### src/rtl/frame_fill_blitter.sv
// Rectangle-fill writer for the 160x120x6 VGA frame buffer, one pixel per clk, clipped to screen.
// Optional build macro FILL_VBLANK_ONLY_EN: only write pixels while blank=1, stalling otherwise.
//
// state | meaning
// IDLE  | waiting for a command, cmd_ready=1
// SETUP | clip rectangle, compute start row base
// FILL  | write one pixel per enabled cycle; flags done once row reaches y1
// DONE  | done pulse visible, returns to IDLE
module frame_fill_blitter #(
    parameter int H_RES   = 160,
    parameter int V_RES   = 120,
    parameter int ADDR_W  = 15,
    parameter int COLOR_W = 6
) (
    input  logic               clk,
    input  logic               rst,
    input  logic               cmd_valid,
    output logic               cmd_ready,
    input  logic [7:0]         cmd_x,
    input  logic [6:0]         cmd_y,
    input  logic [7:0]         cmd_w,
    input  logic [6:0]         cmd_h,
    input  logic [COLOR_W-1:0] cmd_color,
    input  logic               blank,
    output logic               busy,
    output logic               done,
    output logic               write_enable,
    output logic [COLOR_W-1:0] din,
    output logic [ADDR_W-1:0]  din_address
);

    typedef enum logic [1:0] {IDLE, SETUP, FILL, DONE} state_t;

    localparam logic [8:0]        X_LIM    = 9'(H_RES);
    localparam logic [7:0]        Y_LIM    = 8'(V_RES);
    localparam logic [ADDR_W-1:0] ROW_STEP = ADDR_W'(H_RES);

    state_t               state;
    logic [7:0]           lx, lw, col, x_last;
    logic [6:0]           ly, lh, row, y1;
    logic [COLOR_W-1:0]   lcolor;
    logic [ADDR_W-1:0]    row_base;

    logic [8:0] x_end, x1c;
    logic [7:0] y_end, y1c;
    logic       empty;
    logic       pix_en;

    always_comb begin
        x_end = {1'b0, lx} + {1'b0, lw};
        x1c   = (x_end > X_LIM) ? X_LIM : x_end;
        y_end = {1'b0, ly} + {1'b0, lh};
        y1c   = (y_end > Y_LIM) ? Y_LIM : y_end;
        empty = ({1'b0, lx} >= x1c) || ({1'b0, ly} >= y1c);
    end

`ifdef FILL_VBLANK_ONLY_EN
    assign pix_en = blank;
`else
    logic unused_blank;
    assign unused_blank = blank;
    assign pix_en       = 1'b1;
`endif

    assign cmd_ready = (state == IDLE);
    assign busy      = (state != IDLE);

    always_ff @(posedge clk) begin
        if (rst) begin
            state        <= IDLE;
            done         <= 1'b0;
            write_enable <= 1'b0;
            din          <= '0;
            din_address  <= '0;
            lx           <= '0;
            ly           <= '0;
            lw           <= '0;
            lh           <= '0;
            lcolor       <= '0;
            col          <= '0;
            row          <= '0;
            x_last       <= '0;
            y1           <= '0;
            row_base     <= '0;
        end else begin
            case (state)
                IDLE: begin
                    write_enable <= 1'b0;
                    done         <= 1'b0;
                    if (cmd_valid) begin
                        lx     <= cmd_x;
                        ly     <= cmd_y;
                        lw     <= cmd_w;
                        lh     <= cmd_h;
                        lcolor <= cmd_color;
                        state  <= SETUP;
                    end
                end
                SETUP: begin
                    write_enable <= 1'b0;
                    col          <= lx;
                    x_last       <= 8'(x1c - 9'd1);
                    y1           <= 7'(y1c);
                    // an empty rectangle starts already finished, so FILL ends without writing
                    row          <= empty ? 7'(y1c) : ly;
                    row_base     <= ADDR_W'(ly) * ROW_STEP;
                    state        <= FILL;
                end
                FILL: begin
                    if (row == y1) begin
                        write_enable <= 1'b0;
                        done         <= 1'b1;
                        state        <= DONE;
                    end else if (pix_en) begin
                        write_enable <= 1'b1;
                        din          <= lcolor;
                        din_address  <= row_base + ADDR_W'(col);
                        if (col == x_last) begin
                            col      <= lx;
                            row      <= row + 7'd1;
                            row_base <= row_base + ROW_STEP;
                        end else begin
                            col <= col + 8'd1;
                        end
                    end else begin
                        write_enable <= 1'b0;
                    end
                end
                DONE: begin
                    write_enable <= 1'b0;
                    done         <= 1'b0;
                    state        <= IDLE;
                end
                default: state <= IDLE;
            endcase
        end
    end

endmodule
### config.mk
export PLATFORM = sky130hd
export DESIGN_NAME = frame_fill_blitter
export DESIGN_NICKNAME = d
export VERILOG_FILES = /design/src/rtl/frame_fill_blitter.sv
export SDC_FILE = /design/constraint.sdc
export NUM_CORES = 1
export LEC_CHECK = 0
export ABC_AREA = 0
export CAP_MARGIN = 20
export CORE_ASPECT_RATIO = 1.25
export CORE_UTILIZATION = 60
export CTS_CLUSTER_DIAMETER = 60
export DETAILED_ROUTE_END_ITERATION = 8
export PLACE_DENSITY = 0.84
export SETUP_SLACK_MARGIN = 0.2
export SYNTH_ARGS = -nofsm -noshare
export SYNTH_HDL_FRONTEND = slang
export SYNTH_SLANG_ARGS = --single-unit
### constraint.sdc
create_clock -name clk -period 10.8 [get_ports clk]
set_input_delay 1.08 -clock clk [delete_from_list [all_inputs] [get_ports clk]]
set_output_delay 1.08 -clock clk [all_outputs]
set_load 0.02 [all_outputs]
Word level (Yosys, flattened, before mapping). Index checks and enable logic that the tools add are counted.

Output and inout port bits: 25. Bits in registers: 106.

Add/sub/neg operators: 7. Multiply operators: 1. Mux-type cells: 19. Reductions and logical operators: 13. Bitwise logic cells: 1. Eq/ne operators: 9. Magnitude comparators: 4.

Operators by type and width (number): 15-bit two-way mux (2); 15-bit case mux with 2 select lines (1); 8-bit two-way mux (3); 7-bit two-way mux (3); 8-bit case mux with 2 select lines (1); 15-bit by 8-bit adder with 15-bit output (1); 15-bit by 8-bit adder with 15-bit output (second input constant) (1); 7-bit case mux with 2 select lines (1); 7-bit by 3-bit multiplier with 10-bit output (second input constant) (1); 2-bit AND reduction (5); 8-bit by 8-bit adder with 9-bit output (1); 8-bit by 9-bit >= comparator with 1-bit output (1); 9-bit by 8-bit greater-than comparator with 1-bit output (second input constant) (1); 9-bit two-way mux (1); 7-bit by 7-bit adder with 8-bit output (1); 8-bit by 1-bit adder with 8-bit output (second input constant) (1); 8-bit equality test (1); 7-bit by 8-bit >= comparator with 1-bit output (1); 8-bit by 7-bit greater-than comparator with 1-bit output (second input constant) (1); 2-bit != test (second input constant) (4); 2-bit case mux with 4 select lines (1); 8-bit by 1-bit subtractor with 8-bit output (second input constant) (1); 7-bit by 1-bit adder with 7-bit output (second input constant) (1); 7-bit equality test (1); other kinds (12) (18).

Depth between registers and ports, before layout. Gate-level depths: netlist (run 1).

Depth in word-level cells: 7. Depth in mapped cells: 21.

Worst setup path before layout (run 1). OpenSTA, ideal clock, no wires.

Kind: register to register. Start: register lx[0]. End: register row[2]. Path slack: 6489 ps. Path buffers: 2. Required time: 10678 ps. Arrival: 4189 ps. Clock period less this slack: 4311 ps. Cell stages (with the launch flop): 22. Cells stage by stage: dfxtp_1 -> ha_1 -> inv_1 -> fa_1 -> nor2b_1 -> o22a_1 -> xnor2_2 -> a31oi_4 -> o21bai_4 -> and2_1 -> clkbuf_2 -> nand2_1 -> ha_1 -> a21o_1 -> a21oi_1 -> a31oi_1 -> or4_4 -> nor3_2 -> a21oi_2 -> or2_1 -> buf_6 -> a311o_1.

Longest elaborated chain between the ends: 7.

Ends and longest elaborated chain: start: declaration (RTL line 39) `logic [7:0] lx, lw, col, x_last;`; start signal: assignment (RTL line 91) `lx <= cmd_x;`; 8-bit by 8-bit adder with 9-bit output (RTL line 50) `x_end = {1'b0, lx} + {1'b0, lw};`; 9-bit by 8-bit greater-than comparator with 1-bit output (RTL line 51) `x1c = (x_end > X_LIM) ? X_LIM : x_end;`; 9-bit two-way mux (RTL line 51); 8-bit by 9-bit >= comparator with 1-bit output * (RTL line 54) `empty = ({1'b0, lx} >= x1c) || ({1'b0, ly} >= y1c);`; 1-bit logical OR * (RTL line 54); 7-bit two-way mux * (RTL line 105) `row <= empty ? 7'(y1c) : ly;`; 7-bit case mux with 2 select lines * (RTL line 86) `case (state)`; end signal: assignment (RTL line 105); end signal: assignment (RTL line 120) `row <= row + 7'd1;`; end: declaration (RTL line 40) `logic [6:0] ly, lh, row, y1;`.

Mark *: on every way between the ends. The rest lies on a longest branch, timed or not. A chain may end at the register's enable or synchronous reset.

Worst setup path in the final report (run 1). Ends and elaborated chain as after synthesis.

==> reports/metrics.cfg, run 1 <==
[drt]
via_count=5716
wire_length_per_cell_after_detailed_routing_um=15.7
detailed_router_iteration_count_before_antenna_repair=5
initialDrtViolationCount=344
drc=0
vias_per_inst=6.01
route.antenna.remaining_nets=0
drt-total-wl_um=14900

[worst_setup_path]
worst-path-buf-inv=1
worstPathRequired_ps=11040
cp-end-kind=register
worst-endpoint-arrival_ps=5140
critical-path-top-cell-by-count=ha_1
worst_r2r_path_depth=19
critPathLaunchType=register
crit-reg2reg-capture=row[2]
crit_slowest_cell=or4_4
regToRegSetupSlack_ps=5900
critical_path.reg2reg.startpoint=lx[0]
timing.critical_path.slowest_cell_delay_ps=450
timing.critical_path.cells=ha_1 -> inv_1 -> fa_1 -> nor2b_1 -> o22a_1 -> xnor2_2 -> a31oi_4 -> o21bai_4 -> and2_1 -> nand2_1 -> ha_1 -> a21o_1 -> a21oi_1 -> a31oi_1 -> or4_4 -> nor3_2 -> a21oi_2 -> or2_1 -> a311o_1
timing.critical_path.max_delay_family=compound AO/OA/AOI/OAI gates
critPathMaxFanout=8
timing.setup.critical_path_class=register to register

[place]
port_buffers=63
place.detailed.hpwl_um=10400
dpl-instance-area_mm2=0.00674
gp_routability_congestion=0.881
pre_cts_ws_ps=6020

[min_path]
hold_class=register to register
holdPathStages=2
timing.hold.worst.start=din_address[7]
whs_endpoint=din_address[7]

[timing]
slew_violations=0
relSlewSlack_pct=35.2
report.final.hold_viol_count=0
final-setup-viol-count=0
timing.clock.skew_ps=8.50
fmaxAchievable_ghz=0.204
final_critical_path_setup_slack_ps=5900
worst-slew-pin-transition_ps=972
finalSetupTns_ps=0
rsz0062_at_grt=false
post-route-period-util_pct=45.4
fin_crit_ps=4900

[run_status]
result_of_the_run=finished clean

[finish]
antennaDiodeCount=0
finalNetCount=912
postLayoutCellArea_mm2=0.00715
filler_cell_count=741
fraction_of_final_layout_cells_sized_beyond_drive_strength_1_pct=5.94
final_util_pct=73.3
area_growth_pct=17.2

[power_and_ir_drop]
power.density_mw_per_mm2=244
power.total_mw=1.75
vdd_drop_max_mv=0.132
cellLeakagePower_nw=2.76

[clock_tree]
tritoncts.num_buffers=9
clkSinkCount=101
tritoncts=built
cts_repair_resize_count=0
htreeDepth=3
ctsHoldBuffers=0
root_cell_of_the_clock_tree=clkbuf_16
post-cts-setup-buffers=0
clock_insertion_delay_worst_skew_ps=350
clk_pin_slew_ps=70
ctsLongestPathBuffers=2

[synthesis]
synthesis.nets=871
synthMostInstantiatedCell=nand2_1
synth-edff-count=0
ys_types=65
most_area_consuming_cells_after_synthesis=dfxtp_1 33%, ha_1 10%, nand2_1 8.4%
asyncSetResetFlopFracSynth_pct=0
syn_area_mm2=0.00610
synth_area_per_cell_um2=7.84
post-synth-top-area-cell=dfxtp_1
synth.ff_latch_count=101
post_synth_inst_count=779
synth_top_area_share_pct=33.1
yosys_warnings=0
ys_dominant_reg_cell=dfxtp_1
synth_top_cells_by_count=136 x nand2_1, 101 x dfxtp_1, 91 x a21oi_1
synth_seq_area_share_pct=33.1

[flow_run]
timing.max_cap.violations=0

[global_routing]
grt_pass1_vias=5582
grt_antenna_before_repair=0
grt.overflow.total=0
global_route_total_usage_across_every_layer_pct=29.1
grt_pass1_wl_um=24800
grt_start_max_net_pins=94

[floorplanning]
die_area_mm2=0.0106
core_mm2=0.00976
die_x_um=92.2
die_h_um=115
initial_core_util_pct=62.6
num_rows=40
boundaryPins=65

-- routing by layer --
| layer | up-vias | global-route usage [%] | wire [µm] |
|---|---|---|---|
| li1 | 2804 | - | - |
| met3 | 39 | 5.89 | 811 |
| met2 | 207 | 52.2 | 7540 |
| met4 | 0 | 14.1 | 453 |
| met1 | 2666 | 33.0 | 6110 |
| met5 | - | 0 | 0 |
-- sequential cells by signal (all words and copies together), names as in the netlist --
| name | count |
|---|---|
| write_enable | 1 |
| lw | 8 |
| din_address | 15 |
| lcolor | 6 |
| row_base | 10 |
| lh | 7 |
| lx | 8 |
| y1 | 7 |
| din | 6 |
| ly | 7 |
| done | 1 |
| col | 8 |
| x_last | 8 |
| row | 7 |
| state | 2 |
-- worst reg2reg max path: cells and delay by family (launching register included) --
kind,cells,cell delay (ps)
fa+ha+maj,3,940
xor+xnor,1,180
compound gates,8,1620
simple gates,6,1600
buf+inv,1,60
flops,1,400
-- cell type report --
| class | instances | area [µm²] | share of cell area, % |
|---|---|---|---|
| Timing Repair Buffer | 70 | 693 | 9.69 |
| Sequential cell | 101 | 2020 | 28.3 |
| Clock buffer | 10 | 239 | 3.34 |
| Clock inverter | 6 | 134 | 1.87 |
| Tap cell | 126 | 158 | 2.20 |
| Inverter | 24 | 90.1 | 1.26 |
| Multi-Input combinational cell | 614 | 3820 | 53.4 |
-- metrics by stage --
step | hold slack (ps) | std cells
final | 452 | 951
after global routing | 469 | 951
after CTS | 453 | 948
after detailed placement | 445 | 932
after global placement | 437 | 932
after floorplan | 432 | 779
-- worst max-delay path by stage --
stage / startpoint / end / slack, ps / cells after the start
after floorplan: lx[0] / row[2] / 6490 / 21
after global placement: ly[0] / row[2] / 6150 / 19
after detailed placement: lx[0] / row[2] / 6020 / 19
after CTS: lx[0] / row[2] / 5960 / 19
after global routing: ly[0] / row[2] / 5680 / 19
final: lx[0] / row[2] / 5900 / 19
-- cell usage in the layout, fill, tap and decap left out, types with 6 or more instances in the layout --
master	netlist	final
a211oi_1	16	16
a21o_1	6	6
a21oi_1	91	90
a311oi_1	7	7
and2_1	7	7
clkbuf_16	0	9
clkdlybuf4s50_1	0	62
dfxtp_1	101	101
ha_1	49	49
inv_1	24	24
nand2_1	136	136
nand2b_1	6	6
nand3_1	18	18
nand4_1	6	6
nor2_1	69	69
nor2b_1	8	8
nor3_1	16	16
nor3b_1	7	7
o211ai_1	8	8
o21a_1	6	6
o21ai_0	43	42
or2_2	6	6
or3_1	9	9
xnor2_1	18	18
xor2_1	18	18
-- kinds of logic after synthesis --
logic type | share of synthesized area [%]
and+or+nand+nor | 23.6
xor gates and xnor gates | 5.70
buffers and inverters | 4.43
DFF | 33.1
AOI/OAI and AO/OA | 21.3
adders and majority gates | 11.0
muxes | 0.820
-- power by group --
group | leakage (nW) | internal (mW) | switching (mW) | total (mW)
clock | 0.183 | 0.256 | 0.144 | 0.400
sequential | 0.824 | 0.457 | 0.0834 | 0.541
combinational | 1.76 | 0.322 | 0.485 | 0.807
(Power assumes the default switching activity.)
==> run 2: changes to the inputs <==
Settings changed: CORE_UTILIZATION 60 to 57, PLACE_DENSITY 0.84 to 0.8.
Clock period 10.8 ns to 4.6 ns, I/O delays scaled along.
==> run 2 against run 1 <==
Effect of this change:
- sequential power grew 130%
- total power rose by 130%
- highest routed layer unchanged
- critical endpoint unchanged
- final cell count increased by 2.0%
==> reports/metrics.cfg, run 2 (synthesis gave the netlist of run 1 again) <==
[global_routing]
met2_usage_pct=46.9
grt_pass1_wl_um=24600
gr-usage-met3_pct=5.23
grt_start_max_net_pins=70
grt.overflow.total=0
global_route.usage.met1_pct=33.2
global_route_total_usage_across_every_layer_pct=27.2
grt_pass1_vias=5446
top_usage_layer=met2
grt_antenna_before_repair=0

[drt]
detailed_router_iteration_count_before_antenna_repair=5
route.antenna.remaining_nets=0
vias_per_inst=5.86
wire_length_per_cell_after_detailed_routing_um=15.4
initialDrtViolationCount=248
drt-total-wl_um=14900
via_count=5683
drc=0

[finish]
largest_register_by_flop_count=din_address
layout_common_cells=136 x nand2_1, 96 x dfxtp_1, 88 x a21oi_1, 68 x nor2_1, 62 x clkdlybuf4s50_1
fin_cells=970
largest_registers=din_address: 15 flops, row_base: 10 flops
largest_register_ffs=15
antennaDiodeCount=0
postLayoutCellArea_mm2=0.00731
fraction_of_final_layout_cells_sized_beyond_drive_strength_1_pct=10.5
mostFrequentLayoutCell=nand2_1
final_util_pct=71.2
finalNetCount=928
area_growth_pct=19.7

[clock_tree]
clkSinkCount=101
ctsHoldBuffers=0
tritoncts.num_buffers=9
clock_insertion_delay_worst_skew_ps=360
htreeDepth=3
clk_pin_slew_ps=70
root_cell_of_the_clock_tree=clkbuf_16
ctsLongestPathBuffers=2
tritoncts=built

[floorplanning]
die_x_um=94.6
num_rows=41
die_area_mm2=0.0111
boundaryPins=65
initial_core_util_pct=59.5
die_h_um=118
core_mm2=0.0103

[timing]
final-setup-viol-count=0
fin_crit_ps=4260
timing.clock.skew_ps=6.77
report.final.hold_viol_count=0
finalSetupTns_ps=0
relSlewSlack_pct=36.6
slew_violations=0
rsz0062_at_grt=false
worst-slew-pin-transition_ps=951
fmaxAchievable_ghz=0.235
post-route-period-util_pct=92.5
final_critical_path_setup_slack_ps=343

[place]
gp_routability_congestion=0.899
dpl-instance-area_mm2=0.00683
pre_cts_ws_ps=35.8
port_buffers=63
place.detailed.hpwl_um=10500
placed_cells_incl_taps=946

[power_and_ir_drop]
combPwrFrac_pct=50.0
vdd_drop_max_mv=0.312
seq_power_share_pct=30.9
p_sw_share_pct=41.7
switching_power_mw=1.70
cellLeakagePower_nw=2.81
clock_power_share_pct=19.1
internal_power_mw=2.37
power.density_mw_per_mm2=557

[run_status]
result_of_the_run=finished clean

[worst_setup_path]
timing.setup.critical_path_class=register to register
regToRegSetupSlack_ps=340
critPathMaxFanout=5
worst-endpoint-arrival_ps=4500
cp-end-kind=register
critPathLaunchType=register
worst_r2r_path_depth=17
critical_path.reg2reg.startpoint=lx[1]
worstPathRequired_ps=4840
crit-reg2reg-capture=row[2]

[min_path]
whs_endpoint=din_address[7]
holdPathStages=2
timing.hold.worst.start=din_address[7]
hold_class=register to register

[flow_run]
timing.max_cap.violations=0

[run 2: worst max-delay path by stage]
stage | from | endpoint | slack, ps | depth (start not counted)
6_report | lx[1] | row[2] | 340 | 17
5_1_grt | lx[1] | row[2] | 130 | 17
4_1_cts | lh[0] | row[2] | 200 | 19
3_5_place_dp | lx[0] | row[2] | 40 | 19
3_3_place_gp | lx[0] | row[2] | 170 | 19
2_1_floorplan | lx[0] | row[2] | 290 | 21
[run 2: final cells by class]
class	count	area (µm²)
Inverter	24	90.1
Clock buffer	10	239
Timing Repair Buffer	86	813
Fill cell	815	2950
Sequential cell	101	2030
Clock inverter	6	62.6
Multi-Input combinational cell	614	3910
Tap cell	129	161
[run 2: stage by stage]
stage	hold WS [ps]	power [mW]
floorplan	432	2.65
global placement	438	3.08
detailed placement	446	3.16
CTS	456	3.96
global route	476	4.34
finish	455	4.07
[run 2: repair_timing]
item	in CTS	in global routing
buffers inserted	2	4
endpoints found under the setup margin	7	7
gates resized for setup	7	22
pin swaps	4	7
[run 2: power groups by stage]
| stage | combinational [mW] | clock (mW) | sequential (mW) |
|---|---|---|---|
| after global placement | 1.82 | 0 | 1.26 |
| final | 2.03 | 0.777 | 1.26 |
| after detailed placement | 1.89 | 0 | 1.27 |
| after floorplan | 1.39 | 0 | 1.27 |
| after global routing | 2.23 | 0.821 | 1.29 |
| after CTS | 1.92 | 0.784 | 1.25 |
[run 2: metal layers]
metal	routed length, µm	share of wire (%)
met1	6350	43
met2	7450	50
met3	779	5.2
met4	328	2.2
met5	0	0
[run 2: worst max-delay path, cell delays in order (launching register included)]
cell and delay (ps):
dfxtp_1 430, ha_1 290, a211oi_2 380, o21ai_1 160, o21ai_0 120, xor2_1 250
o21bai_4 170, buf_4 150, nand3_1 140, ha_1 350, a21oi_1 160, or2_2 140
a31oi_1 110, or4_4 460, a31oi_2 180, a21oi_2 50, or2_4 260, a311o_1 340
==> run 3: changes to the inputs <==
--- a/constraint.sdc
+++ b/constraint.sdc
@@ -3,2 +3,2 @@
 set_output_delay 0.46 -clock clk [all_outputs]
-set_load 0.02 [all_outputs]
+set_load 0.1 [all_outputs]
==> results of run 3 <==
The final DEF is identical to that of run 2. Status: finished clean.
Main changes from that run: total power 4.07 mW -> 4.31 mW; worst IR drop on VDD 0.312 mV -> 0.562 mV
